[src/rtl/alarm_ring_ctrl_pkg.sv]
// Shared types for the alarm service blocks:
// FSM encodings, BCD mm:ss field offsets and widths.
package alarm_ring_ctrl_pkg;

  localparam int TIME_W = 16;
  localparam int RING_W = 7;

  localparam int MIN_TENS_LSB  = 12;
  localparam int MIN_UNITS_LSB = 8;
  localparam int SEC_TENS_LSB  = 4;
  localparam int SEC_UNITS_LSB = 0;

  typedef logic [TIME_W-1:0] bcd_time_t;

  typedef enum logic [1:0] {
    ST_IDLE    = 2'd0,
    ST_ARMED   = 2'd1,
    ST_RINGING = 2'd2,
    ST_SNOOZE  = 2'd3
  } ring_state_e;

endpackage

[src/rtl/alarm_ring_ctrl_bcd_min_add.sv]
// BCD minute adder: adds 1..9 minutes to mm:ss,
// seconds kept, minutes wrap 59 -> 00.
module bcd_min_add
  import alarm_ring_ctrl_pkg::*;
(
  input  bcd_time_t  time_i,
  input  logic [3:0] incr_i,
  output bcd_time_t  time_o
);

  logic [4:0] u_sum;
  logic       carry;
  logic [3:0] u_res;
  logic [3:0] t_sum;
  logic [3:0] t_res;

  always_comb begin
    u_sum = {1'b0, time_i[MIN_UNITS_LSB +: 4]}
          + {1'b0, incr_i};
    carry = (u_sum >= 5'd10);
    u_res = carry ? (u_sum[3:0] - 4'd10) : u_sum[3:0];
    t_sum = time_i[MIN_TENS_LSB +: 4] + {3'b000, carry};
    t_res = (t_sum >= 4'd6) ? (t_sum - 4'd6) : t_sum;
    time_o = {t_res, u_res, time_i[SEC_TENS_LSB +: 4],
              time_i[SEC_UNITS_LSB +: 4]};
  end

endmodule

[src/rtl/alarm_ring_ctrl.sv]
// Alarm ring controller: arms on an alarm load, rings on
// time match, handles dismiss / snooze and auto-stop.
module alarm_ring_ctrl
  import alarm_ring_ctrl_pkg::*;
#(
  parameter int RING_SECONDS = 30,
  parameter int SNOOZE_MIN   = 1
) (
  input  logic        clk,
  input  logic        resetn,
  input  logic        arm_en,
  input  logic        alarm_load,
  input  logic [15:0] alarm_in,
  input  logic [15:0] cur_time,
  input  logic        tick_1hz,
  input  logic        push_c,
  input  logic        push_u,
  output logic        ringing,
  output logic [15:0] led,
  output logic [15:0] target,
  output logic [1:0]  state
);

  localparam logic [RING_W-1:0] RING_INIT =
    RING_W'(RING_SECONDS);
  localparam logic [RING_W-1:0] CNT_ONE = RING_W'(1);
  localparam logic [3:0] SNZ_INC = 4'(SNOOZE_MIN);

  ring_state_e       state_q, state_d;
  bcd_time_t         alarm_q, alarm_d;
  bcd_time_t         target_q, target_d;
  bcd_time_t         led_q, led_d;
  logic              ring_q, ring_d;
  logic              load_q, load_d;
  logic              loaded_q, loaded_d;
  logic [RING_W-1:0] cnt_q, cnt_d;

  bcd_time_t snz_time;
  logic      load_rise;
  logic      hit;

  bcd_min_add u_snz (
    .time_i (cur_time),
    .incr_i (SNZ_INC),
    .time_o (snz_time)
  );

  assign load_rise = alarm_load & ~load_q;
  assign hit = tick_1hz & (cur_time == target_q);

  always_comb begin
    state_d  = state_q;
    alarm_d  = alarm_q;
    target_d = target_q;
    led_d    = led_q;
    ring_d   = ring_q;
    loaded_d = loaded_q;
    cnt_d    = cnt_q;
    load_d   = alarm_load;

    if (load_rise) begin
      alarm_d  = alarm_in;
      target_d = alarm_in;
      loaded_d = 1'b1;
      ring_d   = 1'b0;
      led_d    = '0;
      cnt_d    = '0;
      state_d  = arm_en ? ST_ARMED : ST_IDLE;
    end else if (!arm_en) begin
      state_d = ST_IDLE;
      ring_d  = 1'b0;
      led_d   = '0;
      cnt_d   = '0;
    end else begin
      unique case (state_q)
        ST_IDLE: begin
          if (loaded_q) begin
            state_d  = ST_ARMED;
            target_d = alarm_q;
          end
        end
        ST_ARMED: begin
          if (hit) begin
            state_d = ST_RINGING;
            ring_d  = 1'b1;
            led_d   = '1;
            cnt_d   = RING_INIT;
          end
        end
        ST_SNOOZE: begin
          if (push_c) begin
            state_d  = ST_ARMED;
            target_d = alarm_q;
          end else if (hit) begin
            state_d = ST_RINGING;
            ring_d  = 1'b1;
            led_d   = '1;
            cnt_d   = RING_INIT;
          end
        end
        ST_RINGING: begin
          // buttons outrank a coincident tick
          if (push_c) begin
            state_d  = ST_ARMED;
            target_d = alarm_q;
            ring_d   = 1'b0;
            led_d    = '0;
            cnt_d    = '0;
          end else if (push_u) begin
            state_d  = ST_SNOOZE;
            target_d = snz_time;
            ring_d   = 1'b0;
            led_d    = '0;
            cnt_d    = '0;
          end else if (tick_1hz) begin
            cnt_d = cnt_q - CNT_ONE;
            led_d = ~led_q;
            if (cnt_q <= CNT_ONE) begin
              state_d  = ST_ARMED;
              target_d = alarm_q;
              ring_d   = 1'b0;
              led_d    = '0;
              cnt_d    = '0;
            end
          end
        end
        default: state_d = ST_IDLE;
      endcase
    end
  end

  always_ff @(posedge clk or negedge resetn) begin
    if (!resetn) begin
      state_q  <= ST_IDLE;
      alarm_q  <= '0;
      target_q <= '0;
      led_q    <= '0;
      ring_q   <= 1'b0;
      load_q   <= 1'b0;
      loaded_q <= 1'b0;
      cnt_q    <= '0;
    end else begin
      state_q  <= state_d;
      alarm_q  <= alarm_d;
      target_q <= target_d;
      led_q    <= led_d;
      ring_q   <= ring_d;
      load_q   <= load_d;
      loaded_q <= loaded_d;
      cnt_q    <= cnt_d;
    end
  end

  assign ringing = ring_q;
  assign led     = led_q;
  assign target  = target_q;
  assign state   = state_q;

endmodule
[config.mk]
export PLATFORM = sky130hd
export DESIGN_NAME = alarm_ring_ctrl
export DESIGN_NICKNAME = d
export VERILOG_FILES = /design/src/rtl/alarm_ring_ctrl_pkg.sv /design/src/rtl/alarm_ring_ctrl_bcd_min_add.sv /design/src/rtl/alarm_ring_ctrl.sv
export SDC_FILE = /design/constraint.sdc
export NUM_CORES = 1
export LEC_CHECK = 0
export ABC_AREA = 1
export BUFFER_PORTS_ARGS = -buffer_cell sky130_fd_sc_hd__buf_2
export CAP_MARGIN = 10
export CELL_PAD_IN_SITES_DETAIL_PLACEMENT = 0
export CELL_PAD_IN_SITES_GLOBAL_PLACEMENT = 1
export CORE_UTILIZATION = 36
export CTS_CLUSTER_DIAMETER = 30
export DETAILED_ROUTE_END_ITERATION = 8
export HOLD_SLACK_MARGIN = 0.15
export PLACE_DENSITY_LB_ADDON = 0.1
export SYNTH_ARGS = -nofsm -noshare
export SYNTH_HDL_FRONTEND = slang
export SYNTH_HIERARCHICAL = 1
export SYNTH_SLANG_ARGS = --single-unit
[constraint.sdc]
create_clock -name clk -period 1.65 [get_ports clk]
set_clock_uncertainty 0.05 [all_clocks]
set_input_delay 0.2475 -clock clk [delete_from_list [all_inputs] [get_ports clk]]
set_output_delay 0.2475 -clock clk [all_outputs]
set_load 0.02 [all_outputs]
==> summary.md <==
| Metric | Value |
|---|---|
| RSZ-0062 raised after global routing | `yes` |
| # setup viols final | `42` |
| Post-synthesis compound-gate area fraction | `12.2%` |
| CP Data Required Time | `1.84 ns` |
| Post-synth EDFFs | `0` |
| Core area | `10500 sq um` |
| Num ports | `74` |
| Worst IR drop on VDD | `0.504 mV` |
| Total wire length | `12200 microns` |
| Placer Congestion | `0.813` |
| Final WS setup | `-0.949 ns` |
| Layout Area Growth over Synthesis | `59.5%` |
| Dpl hpwl | `7740 microns` |
| # port buffers | `73` |
| Register bit count reported by yosys | `60` |
| # clock sinks | `60` |
| Drt pass-1 iters | `4` |
| Post-synthesis adder-cell area fraction | `4.94%` |
| CP endpoint kind | `flip-flop` |
| Row Count | `37` |
| Vias | `4195` |
| Synth area leader | `dfrtp_1` |
| First-pass GRT wire length | `19600 microns` |
| Crit Path Max Fanout | `3` |
| Layout cells sized above 1 | `42.3%` |
| Final hold vios | `0` |
| Synth Flop Type | `dfrtp_1` |
| Max-cap violations | `0` |
| Remaining Overflow, GRT | `0` |
| Reg clk slew, reported paths | `0.07 ns` |
| Ys async rst share | `100%` |
| Status | `finished with violations` |
| Leak | `3.37 nW` |
| XOR/XNOR share of the synthesized area | `2.22%` |
| Crit path buf inv count | `3` |
| Crit path cell chain | `buf_8 > ha_4 > fa_2 > inv_4 > nor2_4 > nand3_2 > nand2_2 > nand3_4 > nand2_4 > ha_4 > ha_4 > xnor2_2 > inv_2 > ha_4 > o21a_1 > o21ai_1 > o21ai_1 > nand3_1 > nand2_1` |
| Util after Layout | `60.2%` |
| Worst path max stage delay | `0.56 ns` |
| Root buffer cell | `clkbuf_8` |
| Post-Syn Area per Cell | `6.93 sq um` |
| Hold slack | `0.335 ns` |
| Clock Latency Late Sink | `0.36 ns` |
| Synthesis warning total | `6` |
| Most frequent CP cell | `ha_4` |
| Post-Synthesis Cells | `570` |
| Total GRT Usage | `22.1%` |
| CP Class | `input pin to flip-flop` |
| Wire length per cell | `13.7 microns` |
| Initial DRC count | `215` |
| PwrDens | `868 nW/um^2` |
| Pwr Total | `0.00547 W` |
| Simple-gate area share of the yosys netlist | `31.7%` |
| Top cells by area, synth | `dfrtp_1, nand2_1, o21ai_0` |
| Post-route DRC | `0` |
| Initial antenna violation count | `0` |
| Hold crit path type | `input pin to flip-flop` |
| Crit path max-delay cell type | `fa_2` |
| Post-route antenna net violation count | `0` |
| Post-synthesis sequential area ratio | `38.0%` |
| Die X-Extent | `107 microns` |
| Violated checks | `setup timing` |
| Fill cells | `980` |
| Post-synthesis mux area share | `0%` |
| Largest family of logic cells by synthesized area | `simple AND/OR/NAND/NOR gates` |
| CP arrival | `2.79 ns` |
| Clock period minus worst slack | `2.60 ns` |
| Final period util | `158%` |
| Fmax | `0.385 GHz` |
| CP top delay family | `adder cells` |
| CTS buffer count | `9` |
| CTS tree | `built` |
| Number of global-route vias before repair | `4114` |
| Nets | `803` |
| Vias per std cell | `4.71` |
| Htree depth | `3` |
| Ant. Diodes | `0` |
| Synthesized area | `3950 sq um` |
| Clock buffer depth | `2` |
| Pins Over Slew Limit | `0` |
| Initial core utilization | `37.8%` |
| Startpoint types | `input pin` |
| Most numerous cell in the Yosys netlist | `nand2_1` |
| Post-synth top area share | `38.0%` |
| Largest net degree at the start of global routing | `61` |
| Die Y | `107 microns` |
| Commonest cells post-synth | `nand2_1, o21ai_0, inv_1` |
| Die ar. | `11400 sq um` |
| Unique cell type count in the Yosys netlist | `37` |
==> path summary, 6_finish.rpt <==
kind | from | to | slack (ns) | depth (start not counted)
setup / recovery | cur_time[8] | target[14] | -0.95 | 19
hold / removal | cur_time[5] | target[5] | 0.33 | 5
setup reg to reg | state[0] | cnt_q[0] | -0.21 | 12
hold reg to reg | loaded_q | loaded_q | 0.45 | 2
max in group asynchronous | resetn | state[0] | 0.87 | 3
min in group asynchronous | resetn | alarm_q[13] | 0.39 | 3
==> stage by stage <==
step | setup WS, ns | setup TNS (ns) | cells | cell area, sq um
6_report | -0.949 | -8.09 | 890 | 6300
4_1_cts | -0.830 | -4.37 | 876 | 5760
2_1_floorplan | -0.963 | -3.58 | 573 | 4090
3_3_place_gp | -1.36 | -9.18 | 811 | 4940
3_5_place_dp | -1.44 | -10.08 | 811 | 4940
5_1_grt | -1.10 | -11.44 | 890 | 6300
==> registers in the layout, indices dropped and copies added (netlist names) <==
register  cells
target       16
cnt_q         7
load_q        1
ringing       1
alarm_q      16
state         2
led          16
loaded_q      1
==> timing repair <==
action / CTS / global route
hold buffers: 18 / 0
cloned: 3 / 4
setup endpoints to repair: 34 / 42
setup buffers: 29 / 20
resized for setup: 51 / 110
pin swaps: 46 / 65
hold endpoints to repair: 77 / 0
==> power breakdown <==
part / total, W / internal (W) / switching, W
clock: 0.00150 / 0.000884 / 0.000620
sequential: 0.00184 / 0.00168 / 0.000167
combinational: 0.00213 / 0.000988 / 0.00114
total: 0.00547 / 0.00355 / 0.00193
==> cell type report <==
type                       instances  area, sq um  share of cell area, %
tap                              136          170                   2.70
multi-input combinational        415         2580                   41.0
inverter                          70          270                   4.29
clock inverter                     5         75.1                   1.19
clock buffer                      11          141                   2.24
sequential                        60         1500                   23.9
timing repair buffer             193         1560                   24.7
==> metal layers <==
layer / share of wire [%] / up-vias / track usage [%]
li1: - / 2146 / -
met1: 49 / 1945 / 30.1
met2: 46 / 83 / 35.3
met3: 3.2 / 21 / 3.28
met4: 2.1 / 0 / 8.32
met5: 0 / - / 0
==> tightest hold or removal path, cell delays in order <==
cell and delay [ns]:
buf_2 0.12, o21ai_1 0.14, o21ai_1 0.08, nand3_2 0.07, nand2_1 0.04
==> cell families (layout without fill, tap and decap cells) <==
logic type | after synthesis | in the layout
other | 2 | 5
AND/OR/NAND/NOR | 297 | 298
buffers and inverters | 99 | 279
XOR/XNOR | 10 | 10
flip-flops | 60 | 60
AO/OA/AOI/OAI | 87 | 87
adder cells (fa/ha/maj) | 15 | 15
==> layout by cell type, fill, tap and decap left out, types with 3 or more instances in the layout <==
master and n:
nand4_1 3, o21ai_2 4, a21oi_1 3, buf_4 71
conb_1 5, inv_2 13, clkbuf_8 10, inv_4 3
dfrtp_1 58, nor2_2 6, xnor2_2 3, o21ai_1 26
buf_2 73, buf_8 3, xor2_1 4, nand2_2 38
nand3_2 19, dlygate4sd3_1 18, ha_1 4, buf_12 7
ha_4 9, clkinv_2 3, nand3_1 32, nor2_4 5
buf_6 17, clkbuf_16 3, xnor2_1 3, inv_1 53
nand2_4 13, o21ai_0 45, nor2_1 29, nand2_1 141
(Power assumes the default switching activity.)
